$ cat src/rtl/pe_ctrl.sv
// pe_ctrl: sequences filter load, per-window 16-pixel MAC, lane packing and output-word writes for one PE
module pe_ctrl #(
  parameter int OUT_DEPTH = 172,
  parameter int ADDR_W = $clog2(OUT_DEPTH),
  parameter int CNT_W = $clog2(4*OUT_DEPTH+1)
) (
  input  logic              clk,
  input  logic              rst,
  input  logic              start,
  input  logic [CNT_W-1:0]  num_outputs,
  input  logic              filt_valid,
  input  logic              win_valid,
  output logic              busy,
  output logic              win_next,
  output logic              filter_wr_en,
  output logic [1:0]        write_filter_buff_ind,
  output logic [3:0]        pixel_ind,
  output logic              mac_en,
  output logic              mac_clr,
  output logic              shift_reg_en,
  output logic              finalize_shift_reg,
  output logic              memory_wr_en,
  output logic [ADDR_W-1:0] wr_addr,
  output logic              done
);
  typedef enum logic [3:0] {
    S_IDLE, S_LOAD, S_WAIT, S_MAC, S_SHIFT, S_PCLR, S_PSH, S_FINAL, S_WRITE, S_DONE
  } state_t;
  localparam logic [CNT_W-1:0] MAX_N = CNT_W'(4*OUT_DEPTH);
  state_t state, state_n;
  logic [1:0] row, row_n, lane, lane_n;
  logic [3:0] pix, pix_n;
  logic [CNT_W-1:0] res, res_n, n, n_n, clamp;
  logic [ADDR_W-1:0] addr, addr_n;
  assign clamp = num_outputs > MAX_N ? MAX_N : num_outputs;
  // State and counter registers; reset abandons any partial word
  always_ff @(posedge clk) begin
    if (!rst) begin
      state <= S_IDLE;
      row <= '0;
      lane <= '0;
      pix <= '0;
      res <= '0;
      n <= '0;
      addr <= '0;
    end else begin
      state <= state_n;
      row <= row_n;
      lane <= lane_n;
      pix <= pix_n;
      res <= res_n;
      n <= n_n;
      addr <= addr_n;
    end
  end
  // Next-state and counter updates; lane wraps to 0 after the fourth push
  always_comb begin
    state_n = state;
    row_n = row;
    lane_n = lane;
    pix_n = pix;
    res_n = res;
    n_n = n;
    addr_n = addr;
    case (state)
      S_IDLE: if (start) begin
        n_n = clamp;
        res_n = '0;
        lane_n = '0;
        row_n = '0;
        addr_n = '0;
        state_n = clamp == '0 ? S_DONE : S_LOAD;
      end
      S_LOAD: if (filt_valid) begin
        row_n = row + 2'd1;
        state_n = row == 2'd3 ? S_WAIT : S_LOAD;
      end
      S_WAIT: if (win_valid) begin
        pix_n = '0;
        state_n = S_MAC;
      end
      S_MAC: begin
        pix_n = pix + 4'd1;
        state_n = pix == 4'd15 ? S_SHIFT : S_MAC;
      end
      S_SHIFT: begin
        lane_n = lane + 2'd1;
        res_n = res + 1'b1;
        state_n = lane == 2'd3 ? S_FINAL : (res + 1'b1 == n ? S_PCLR : S_WAIT);
      end
      S_PCLR: state_n = S_PSH;
      S_PSH: begin
        lane_n = lane + 2'd1;
        state_n = lane == 2'd3 ? S_FINAL : S_PSH;
      end
      S_FINAL: state_n = S_WRITE;
      S_WRITE: begin
        lane_n = '0;
        addr_n = res == n ? '0 : addr + 1'b1;
        state_n = res == n ? S_DONE : S_WAIT;
      end
      S_DONE: state_n = S_IDLE;
      default: state_n = S_IDLE;
    endcase
  end
  assign busy = state != S_IDLE;
  assign win_next = state == S_SHIFT;
  assign filter_wr_en = state == S_LOAD && filt_valid;
  assign write_filter_buff_ind = state == S_LOAD ? row : 2'd0;
  assign pixel_ind = state == S_MAC ? pix : 4'd0;
  assign mac_en = state == S_MAC;
  assign mac_clr = (state == S_WAIT && win_valid) || state == S_PCLR;
  assign shift_reg_en = state == S_SHIFT || state == S_PSH;
  assign finalize_shift_reg = state == S_FINAL;
  assign memory_wr_en = state == S_WRITE;
  assign wr_addr = addr;
  assign done = state == S_DONE;
endmodule

$ cat config.mk
export PLATFORM = sky130hd
export DESIGN_NAME = pe_ctrl
export DESIGN_NICKNAME = d
export VERILOG_FILES = /design/src/rtl/pe_ctrl.sv
export SDC_FILE = /design/constraint.sdc
export NUM_CORES = 1
export LEC_CHECK = 0
export BUFFER_PORTS_ARGS = -buffer_cell sky130_fd_sc_hd__buf_2
export CORE_MARGIN = 5
export CORE_UTILIZATION = 30
export DETAILED_ROUTE_END_ITERATION = 8
export GPL_TIMING_DRIVEN = 0
export PLACE_DENSITY = 0.52
export SKIP_LAST_GASP = 1
export SLEW_MARGIN = 10
export SYNTH_ARGS = -nofsm -noshare
export SYNTH_HDL_FRONTEND = slang
export SYNTH_SLANG_ARGS = --single-unit
$ cat constraint.sdc
create_clock -name clk -period 3.8 [get_ports clk]
set_input_delay 0.19 -clock clk [delete_from_list [all_inputs] [get_ports clk]]
set_output_delay 0.19 -clock clk [all_outputs]
set_load 0.05 [all_outputs]
**Yosys cells after proc, flatten, opt, wreduce, memory -nomap -nowiden**

Cells that the tools add are included.
W data, S select, Z words.

- Flip-flop bits (word level): 40
- Input bits: 15
- Output and inout bits: 23
- Logic and storage cells: 75

- Add/subtract/negate cells: 5
- Magnitude comparators: 1
- Equality and inequality tests: 17
- Multiplexer cells: 25
- Reductions and logical operators: 20

Operators by type and width:

| kind | count |
|---|---|
| $pmux W4 S9 | 1 |
| $mux W4 | 7 |
| $eq A10 B10 Y1 | 2 |
| $mux W10 | 2 |
| $pmux W10 S2 | 1 |
| $eq A4 B3 Y1 const B | 4 |
| $mux W8 | 2 |
| $pmux W8 S2 | 1 |
| $eq A4 B4 Y1 const B | 3 |
| $add A10 B1 Y10 const B | 1 |
| $gt A10 B10 Y1 const B | 1 |
| $logic_not A10 Y1 | 1 |
| $reduce_and A2 Y1 | 5 |
| $mux W3 | 3 |
| $add A8 B1 Y8 const B | 1 |
| $eq A4 B2 Y1 const B | 2 |
| $mux W2 | 4 |
| $pmux W4 S2 | 1 |
| $reduce_bool A2 Y1 | 4 |
| $ne A2 B2 Y1 const B | 3 |
| $pmux W2 S3 | 1 |
| $reduce_and A3 Y1 | 2 |
| $add A2 B1 Y2 const B | 2 |
| $add A4 B1 Y4 const B | 1 |
| 10 further kinds | 13 |

**Logic depth before layout (Yosys ltp)**

Gate-level depths: netlist (run 1).

- Depth in word-level cells: 6
- Gate-level depth with buffers: 8
- Mapped depth without buffers: 7

**Least setup slack after synthesis (run 1)**

Ideal clock, no wire load.

- Kind: register -> register
- Start: reg state[2]
- End: reg state[0]
- Library setup time: 81 ps
- Data arrival time: 1982 ps
- Data required time: 3719 ps
- Setup slack: 1738 ps
- Cell stages (with the launch flop): 7
- Path buffers: 1
- Clock period less this slack: 2062 ps
- Path through: dfxtp_1 -> buf_2 -> nor2_1 -> nand2_1 -> nor2_1 -> a2111oi_0 -> o211ai_1

- Elaborated cells on any way between the ends: 14
- Classes of those cells: eq/ne (11); mux (1); reduce/logical (2)

RTL lines:

| what | line | source |
|---|---|---|
| from (decl) | 30 | `state_t state, state_n;` |
| from (signal assigned) | 47 | `state <= state_n;` |
| $eq A4 B4 Y1 | n/a |  |
| net memory_wr_en | 22 | `output logic memory_wr_en,` |
| $pmux W4 S9 | 65 | `case (state)` |

The timed path passes the listed nets, and every way through them passes these cells.
A chain may end at the register's enable or synchronous reset.

**Worst setup path in the final report (run 1)**

- Start: reg state[3]
- End: out win_next

- Word-level cells in the longest chain between the ends: 1

Ends and longest elaborated chain:

| what | line | source |
|---|---|---|
| $eq A4 B3 Y1 | 107 | `assign win_next = state == S_SHIFT;` |
| to (decl) | 14 | `output logic win_next,` |

No other way between the ends.

==> metrics, run 1 <==
Synth Net Count=338; CP top delay family=simple AND/OR/NAND/NOR gates; Root Buffer=clkbuf_8; port buffer count=37; worst-margin pin slew=0.745 ns; Final Hold Vio Count=0; Clock Sink Count=40; max-slew violations=0; gr ovfl total=0; core box area=0.00818 mm²; maxcap violations=0; Cell Rows=33; Post-CTS Setup Inserts=0; largest net degree at the start of global routing=14; Clock Path Buffers=2; Post-CTS Hold Buffers=0; setup repair after global routing missed its margin=no; DRC viols=0; Num CTS Buffers=5; critical path's most frequent cell=buf_2; Async S/R FF share, synth=0; Leakage=1.21 nW; CTS tree=done; Power per Cell Area=385 mW/mm²; detail-routed via count per cell=5.30; crit-path cells=nor2_1 > nand2_1 > inv_1 > buf_2 > buf_2; count of final setup violators=0; post_cts resized=0; peak supply drop=193 µV; # diodes=0; HP Class=input pin to flop; sequential-to-total area share from yosys stat=0.318; Initial Util=0.308; die height=102 µm; Critical Path AT=2.18 ns; global-route wire length before repair=11,400 µm; CP required=3.61 ns; CTS clk-pin slew, worst paths=0.08 ns; share of cells above drive strength 1=0.193; Nets=382; critical path buffer and inverter count=3; initial antenna violation count=0; setup_tns=0 ns; kind of start point of the critical path=flop; WL/cell=14.7 µm; DP Cell Count=460; hpwl dp=5120 µm; initial detailed-routing violation count=160; Unique masters post-synth=57; layout overhead on the synthesized area=16.5%; cell area after synthesis=0.00251 mm²; boundary pin count=38; Max stage delay cell, worst path=nor2_1; vias in the first global route=2,218; crit-path max FO=10; hold path depth=3; via count=2,482; post-route ant nets=0; GRT Overall Usage=0.139; syn avg cell area=7.91 µm²; CTS H-tree depth=2; Clk Latency, worst-skew pair=0.30 ns; largest stage delay on the critical path=0.43 ns; Ys Warns=0; die area=0.0103 mm²; Die X=102 µm; Max transition margin=0.500; Levels on crit path=5; number of synthesized flops with an enable pin=0; Post-Layout Cell Count=468; Tcrit/Tclk final=0.625; register bit total from synthesis=40; # fillers=880; Detailed Route WL=6890 µm; Synth Instances=318; gpl congestion=0.846; Pre-antenna DRT Iters=4; crit end category=primary output; Final Critical Period=2.37 ns; top achievable clock speed=0.421 GHz; status=complete, no violations; Max Clock Skew=0.00776 ns; top_reg_cell synth=dfxtp_1; R2R cell count=8; crit path kind=flop to primary output
==> power by group <==
part / internal (mW) / leakage (nW) / switching (mW)
combinational: 0.117 / 0.846 / 0.230
sequential: 0.443 / 0.324 / 0.0231
clock: 0.147 / 0.0434 / 0.169
total: 0.707 / 1.21 / 0.422
==> layout by cell type, fill, tap and decap left out, types with 5 or more instances in the layout <==
master / synthesis / routed
clkbuf_1: 10 / 10
nand3_1: 13 / 13
and3_1: 16 / 16
xnor2_1: 6 / 6
clkbuf_8: 1 / 7
or3_1: 5 / 5
nand2_1: 20 / 20
dfxtp_1: 40 / 40
a22oi_1: 9 / 9
inv_1: 7 / 7
buf_2: 5 / 42
nand3b_1: 5 / 5
nor2_1: 39 / 39
nor4_1: 5 / 5
nor3_1: 9 / 9
o21ai_0: 15 / 15
ha_1: 5 / 5
a21oi_1: 33 / 33
a311oi_1: 5 / 5
xor2_1: 10 / 10
nand4_1: 7 / 7
==> through the flow <==
stage	total power, mW	instance area (µm²)	utilization	hold slack [ns]	setup WS [ns]
finish	1.13	2930	0.358	0.140	1.43
global route	1.20	2930	0.358	0.150	1.31
CTS	1.14	2930	0.358	0.135	1.44
detailed placement	0.821	2830	0.346	0.449	1.64
global placement	0.822	2830	0.346	0.442	1.64
floorplan	0.730	2510	-	0.326	1.74
==> state kept, by name (all words and copies together), names as in the netlist <==
name	count
n	10
res	10
wr_addr	8
pix	4
state	4
lane	2
row	2
==> layer usage <==
metal  vias to the layer above  global-route usage  part of all wire
met4                         0              0.0501             0.018
li1                       1243                   -                 -
met2                        60               0.210              0.43
met1                      1171               0.198              0.51
met5                         -                   0                 0
met3                         8              0.0213             0.039
==> path summary, 6_finish.rpt <==
| kind | from | endpoint | slack [ns] |
|---|---|---|---|
| hold reg to reg | pix[3] | pix[3] | 0.47 |
| setup / recovery | state[3] | win_next | 1.43 |
| setup reg to reg | res[0] | state[1] | 1.58 |
| hold / removal | num_outputs[0] | n[0] | 0.14 |
==> cells by family after synthesis <==
group / count (synthesis) / share of synthesized area
AOI/OAI and AO/OA: 82 / 0.212
xor gates and xnor gates: 18 / 0.0687
adders and majority gates: 5 / 0.0249
buffers and inverters: 29 / 0.0657
DFF: 40 / 0.318
muxes: 2 / 0.00796
and+or+nand+nor: 142 / 0.302
==> worst min-delay path: stages <==
cell and delay [ns]:
buf_2 0.08, a22oi_1 0.06, nor2_1 0.07
==> cells in the mapped netlist (all sizes together) (4+ instances only) <==
cell / instances / area, µm²
a21oi: 34 / 174
a22oi: 9 / 67.6
a311oi: 6 / 58.8
and3: 17 / 108
buf: 10 / 77.6
clkbuf: 11 / 51.3
dfxtp: 40 / 801
ha: 5 / 62.6
inv: 7 / 26.3
nand2: 20 / 75.1
nand2b: 4 / 25.0
nand3: 14 / 75.1
nand3b: 5 / 37.5
nand4: 7 / 43.8
nor2: 39 / 146
nor2b: 4 / 25.0
nor3: 10 / 61.3
nor4: 5 / 31.3
o21ai: 15 / 75.1
or3: 5 / 31.3
xnor2: 7 / 68.8
xor2: 11 / 104
==> final cells by class <==
type / count / area [µm²] / share of cell area
Sequential cell: 40 / 801 / 0.273
Timing Repair Buffer: 37 / 185 / 0.0632
Clock buffer: 6 / 82.6 / 0.0282
Multi-Input combinational cell: 249 / 1550 / 0.529
Buffer: 22 / 139 / 0.0474
Inverter: 7 / 26.3 / 0.00897
Tap cell: 105 / 131 / 0.0449
Clock inverter: 2 / 15.0 / 0.00513
No activity file was read; power rests on OpenSTA's default activity.
==> run 2, diff against run 1 <==
ABC_AREA = 1   (was not set)
PLACE_DENSITY = 0.53   (was 0.52)
clock period = 2.3 ns   (was 3.8 ns; I/O delays follow)
==> metrics, run 2 <==
kind of start point of the critical path=flop; maxcap violations=0 (unchanged); port buffer count=37 (unchanged); hold endpoint=n[0]; GRT Overall Usage=0.142 (+0.00382); flop-to-flop setup slack=0.38 ns (-1.20 ns); cell area after synthesis=0.00246 mm² (-2.3%); Num CTS Buffers=5 (unchanged); Post-CTS Hold Buffers=0 (unchanged); gpl congestion=0.778 (-8.1%); max-slew violations=0 (unchanged); adder-cell share of the synthesized area=0.0255 (+0.000583); Post-CTS Setup Inserts=0 (unchanged); count of final setup violators=0 (unchanged); r2r endpoint=state[0]; ranking of synthesized cells by area=dfxtp_1 (33%), nand2_1 (14%), inv_1 (7.8%), a21oi_1 (6.1%), nor2_1 (5.5%); crit-path cells=ha_1 > nand2_2 > nor2_4 > nand2_1 > nand2_1 > nand2_1 > nor2_2 > nand3_1 > nand2_1 > nand2_1 > nand2_1 > nand2_1 > a21oi_2; syn avg cell area=6.47 µm² (-18%); Async S/R FF share, synth=0 (unchanged); Cell Rows=33 (unchanged); DRC viols=0 (unchanged); largest net degree at the start of global routing=15 (+1); CP top delay family=simple AND/OR/NAND/NOR gates; CTS H-tree depth=2 (unchanged); Initial Util=0.304 (-0.00397); register bit total from synthesis=40 (unchanged); Hold Path Origin=num_outputs[0]; # diodes=0 (unchanged); Max Clock Skew=0.00521 ns (-0.00255 ns); Clock Sink Count=40 (unchanged); Max transition margin=0.549 (+0.0498); die height=101 µm (-1.0%); critical path buffer and inverter count=0 (-3); Die X=101 µm (-1.0%); setup_tns=0 ns (unchanged); most frequent cells after synthesis=nand2_1 (93), inv_1 (51), dfxtp_1 (40); vias in the first global route=2,482 (+12%); die area=0.0101 mm² (-2.1%); post-synthesis compound-gate area fraction=0.168 (-0.0444); crit end category=flop; worst-margin pin slew=0.676 ns (-0.0689 ns); Clock Path Buffers=2 (unchanged); top achievable clock speed=0.520 GHz; Unique masters post-synth=35 (-39%); WL/cell=12.8 µm (-13%); gr ovfl total=0 (unchanged); placed cell areas=0.00277 mm² (-2.0%); global-route wire length before repair=11,700 µm (+2.6%); status=complete, no violations; largest stage delay on the critical path=0.47 ns (+0.04 ns); post-route ant nets=0 (unchanged); Ys Warns=0 (unchanged); Yosys top cell area share=0.326 (+0.00746); Tcrit/Tclk final=0.836; Critical Path AT=2.16 ns (-0.02 ns); boundary pin count=38 (unchanged); Nets=444 (+16%); CTS tree=done; layout overhead on the synthesized area=16.6%; critical path's most frequent cell=nand2_1; CP required=2.53 ns (-1.08 ns); Synth Area in Simple Gates=0.332 (+0.0300); hpwl dp=5260 µm (+2.8%); number of synthesized flops with an enable pin=0 (unchanged); Final Hold Vio Count=0 (unchanged); post_cts resized=0 (unchanged); final instance area=0.00287 mm² (-2.1%); crit-path max FO=7 (-3); hold path depth=3 (unchanged); setup repair after global routing missed its margin=no; main combinational cell family by area after synthesis=simple AND/OR/NAND/NOR gates; Power per Cell Area=518 mW/mm² (+34%); post-synthesis mux area share=0 (-0.00796); sequential-to-total area share from yosys stat=0.326 (+0.00746); Clk Latency, worst-skew pair=0.30 ns (about the same); Root Buffer=clkbuf_8; crit path kind=flop to flop; r2r startpoint=res[0]; Final Critical Period=1.92 ns; initial detailed-routing violation count=83 (-48%); core box area=0.00809 mm² (-1.0%); most common cell after layout, fill and taps aside=nand2_1; peak supply drop=201 µV (+4.5%); Leakage=1.25 nW (+2.7%); Hold Slack=0.0805 ns (-0.0593 ns); post-synth top area cell=dfxtp_1; count leader, synth=nand2_1; detail-routed via count per cell=4.71 (-11%); Pre-antenna DRT Iters=4 (unchanged); Detailed Route WL=6800 µm (-1.4%); share of cells above drive strength 1=0.176 (-0.0164); initial antenna violation count=0 (unchanged); Synth Net Count=400 (+18%); R2R cell count=13 (+5); top_reg_cell synth=dfxtp_1; CTS clk-pin slew, worst paths=0.09 ns (about the same); Max stage delay cell, worst path=dfxtp_1; final core utilization=0.354 (-0.00407); CP Launch Point=res[0]; via count=2,495 (+0.52%); XOR/XNOR Fraction of Synth Area=0.0428 (-0.0259); commonest cells after routing, fill and taps aside=nand2_1 (93), inv_1 (51), buf_2 (41); Synth Instances=380 (+19%); HP Class=input pin to flop
## run 2: cell types whose count changed after synthesis, sizes merged, moves of 7 or more
| cell | before | now |
|---|---|---|
| and3 | 17 | 1 |
| clkbuf | 11 | 3 |
| inv | 7 | 58 |
| a22oi | 9 | 1 |
| xor2 | 11 | 4 |
| nand2 | 20 | 96 |
| nor2 | 39 | 50 |
## run 2: cell type report
type / count / area (µm²)
Timing Repair Buffer: 37 / 185
Sequential cell: 40 / 801
Inverter: 59 / 221
Clock inverter: 3 / 23.8
Tap cell: 105 / 131
Clock buffer: 5 / 68.8
Fill cell: 918 / 5230
Multi-Input combinational cell: 273 / 1400
Buffer: 8 / 38.8
## run 2: logic make-up (layout without fill, tap and decap cells)
group,Yosys count,in the layout
AND/OR/NAND/NOR,185,185
AO/OA/AOI/OAI,71,71
buffers and inverters,67,112
flip-flops,40,40
XOR/XNOR,12,12
adder cells (fa/ha/maj),5,5
## run 2: worst register-to-register path, stage by stage (launching register included)
cell	delay, ns
dfxtp_1	0.47
ha_1	0.30
nand2_2	0.12
nor2_4	0.14
nand2_1	0.11
nand2_1	0.08
nand2_1	0.06
nor2_2	0.12
nand3_1	0.08
nand2_1	0.07
nand2_1	0.07
nand2_1	0.06
nand2_1	0.06
a21oi_2	0.13
## run 2: worst max path at each step
stage	endpoint	cells past startpoint	slack, ns
after floorplan	pix[0]	6	0.07
after global placement	state[0]	13	0.41
after detailed placement	state[0]	13	0.41
after CTS	state[0]	13	0.37
after global routing	state[0]	13	0.17
final	state[0]	13	0.38
## run 2: metrics by stage
stage,setup WS [ns],instances,power [mW]
floorplan,0.0678,380,0.919
global placement,0.405,522,0.994
detailed placement,0.411,522,0.997
CTS,0.373,530,1.50
global route,0.171,530,1.57
finish,0.377,530,1.48
## run 2: where the power goes
part	leakage, nW	switching (mW)	internal (mW)	total [mW]
clock network	0.0404	0.290	0.215	0.506
registers	0.325	0.0196	0.715	0.734
logic	0.881	0.165	0.0787	0.244
## run 2: per-layer routing
| layer | track usage | vias to the layer above | wire (µm) |
|---|---|---|---|
| met3 | 0.0256 | 6 | 246 |
| met2 | 0.242 | 52 | 3280 |
| met4 | 0.0404 | 0 | 98 |
| li1 | - | 1317 | - |
| met5 | 0 | - | 0 |
| met1 | 0.185 | 1120 | 3170 |
==> run 3, diff against run 2 <==
ABC_AREA = 0   (was 1)
PLACE_DENSITY = 0.52   (was 0.53)
clock period = 2 ns   (was 2.3 ns; I/O delays follow)
==> metrics, run 3 (synthesized netlist as in run 1, its figures left out) <==
Max Clock Skew=0.00727 ns (+0.00206 ns); post-route ant nets=0 (unchanged); crit-path max FO=10 (+3); CP required=1.90 ns (-0.63 ns); Final Hold Vio Count=0 (unchanged); detail-routed via count per cell=5.28 (+12%); WL/cell=15.1 µm (+17%); crit end category=primary output; Max transition margin=0.449 (-0.101); Clk Latency, worst-skew pair=0.29 ns (about the same); largest stage delay on the critical path=0.33 ns (-0.14 ns); via count=2,480 (-0.60%); Pre-antenna DRT Iters=4 (unchanged); gr ovfl total=0 (unchanged); die area=0.0103 mm² (+2.1%); hpwl dp=5150 µm (-2.1%); Clock Path Buffers=2 (unchanged); CP top delay family=buffers and inverters; # diodes=0 (unchanged); most common cell after layout, fill and taps aside=buf_2; commonest cells after routing, fill and taps aside=buf_2 (38), nor2_1 (35), dfxtp_1 (35); boundary pin count=38 (unchanged); initial detailed-routing violation count=157 (+89%); GRT Overall Usage=0.143 (+0.000597); setup_tns=0 ns (unchanged); max-slew violations=0 (unchanged); critical path's most frequent cell=buf_2; setup repair after global routing missed its margin=yes; worst-margin pin slew=0.821 ns (+0.145 ns); layout overhead on the synthesized area=23.2%; peak supply drop=416 µV (+110%); vias in the first global route=2,318 (-6.6%); initial antenna violation count=0 (unchanged); gpl congestion=0.844 (+8.5%); Pwr Total=2.39 mW (+61%); status=complete, no violations; core box area=0.00818 mm² (+1.0%); CTS tree=done; Clock Sink Count=40 (unchanged); Detailed Route WL=7070 µm (+4.1%); critical path buffer and inverter count=4 (+4); Nets=385 (-13%); Tcrit/Tclk final=0.985; CTS H-tree depth=2 (unchanged); DRC viols=0 (unchanged); HP Class=input pin to flop; Max stage delay cell, worst path=dfxtp_1; Num CTS Buffers=5 (unchanged); Critical Path AT=1.87 ns (-0.29 ns); largest net degree at the start of global routing=13 (-2); top achievable clock speed=0.508 GHz; global-route wire length before repair=11,700 µm (+0.76%); Cell Rows=33 (unchanged); Initial Util=0.308 (+0.00397); port buffer count=37 (unchanged); # fillers=883 (-3.8%); crit path kind=flop to primary output; crit-path cells=buf_2 > nor2b_4 > nand2_2 > inv_1 > buf_2 > clkbuf_4; Final Critical Period=1.97 ns; kind of start point of the critical path=flop; Leakage=1.26 nW (+1.3%); CTS clk-pin slew, worst paths=0.08 ns (about the same); Die X=102 µm (+1.0%); maxcap violations=0 (unchanged); Power per Cell Area=770 mW/mm² (+49%); count of final setup violators=0 (unchanged); share of cells above drive strength 1=0.258 (+0.0811); Root Buffer=clkbuf_8; die height=102 µm (+1.0%)
run 3: cell count changes in the layout (fill, tap and decap cells not counted), moves of 7 or more:
cell / change
a22oi_1: +8
and3_1: +15
inv_1: -44
inv_2: -7
nand2_1: -74
nor2_2: -8
run 3: final timing paths:
| kind | cells after the start | to | from | slack (ns) |
|---|---|---|---|---|
| min | 3 | n[1] | num_outputs[1] | 0.05 |
| min reg2reg | 2 | n[9] | n[9] | 0.47 |
| max reg2reg | 7 | wr_addr[2] | res[1] | 0.10 |
| max | 6 | win_next | state[2] | 0.03 |
run 3: metrics by stage:
stage	instances	util	cell area [µm²]	setup WS, ns	hold slack, ns
after global routing	470	0.379	3100	-0.106	0.0626
after global placement	460	0.347	2830	-0.160	0.352
after floorplan	318	-	2520	0.0650	0.236
after CTS	466	0.364	2980	-0.0640	0.0489
after detailed placement	460	0.347	2830	-0.168	0.359
final	470	0.379	3100	0.0300	0.0494
run 3: repair_timing:
item                                    in CTS  in global routing
resized for setup                            7                 24
endpoints found under the hold margin        0                  0
pin swaps                                    0                  7
endpoints found under the setup margin      21                 18
cloned                                       0                  1
buffers inserted                             0                  3
hold buffers                                 0                  0
run 3: area by class of cell:
| class | count | area (µm²) | area share |
|---|---|---|---|
| Timing Repair Buffer | 41 | 218 | 0.0702 |
| Inverter | 7 | 26.3 | 0.00848 |
| Clock buffer | 5 | 68.8 | 0.0222 |
| Buffer | 21 | 148 | 0.0476 |
| Multi-Input combinational cell | 249 | 1640 | 0.529 |
| Tap cell | 105 | 131 | 0.0424 |
| Sequential cell | 40 | 807 | 0.260 |
| Clock inverter | 2 | 60.1 | 0.0194 |
run 3: worst min-delay path: stages:
cell and delay [ns]:
buf_2 0.08, a22oi_1 0.06, nor2_1 0.07
run 3: metal layers:
metal / wire, µm / global-route usage / vias to the layer above / part of all wire
li1: - / - / 1250 / -
met1: 3560 / 0.200 / 1170 / 0.50
met2: 3130 / 0.220 / 51 / 0.44
met3: 240 / 0.0269 / 9 / 0.034
met4: 141 / 0.0491 / 0 / 0.020
met5: 0 / 0 / - / 0
run 3: report_power, final:
| part | total (mW) | switching, mW | internal, mW |
|---|---|---|---|
| Combinational | 0.702 | 0.450 | 0.252 |
| Clock | 0.793 | 0.302 | 0.492 |
| Sequential | 0.893 | 0.0512 | 0.841 |
| Total | 2.39 | 0.803 | 1.58 |
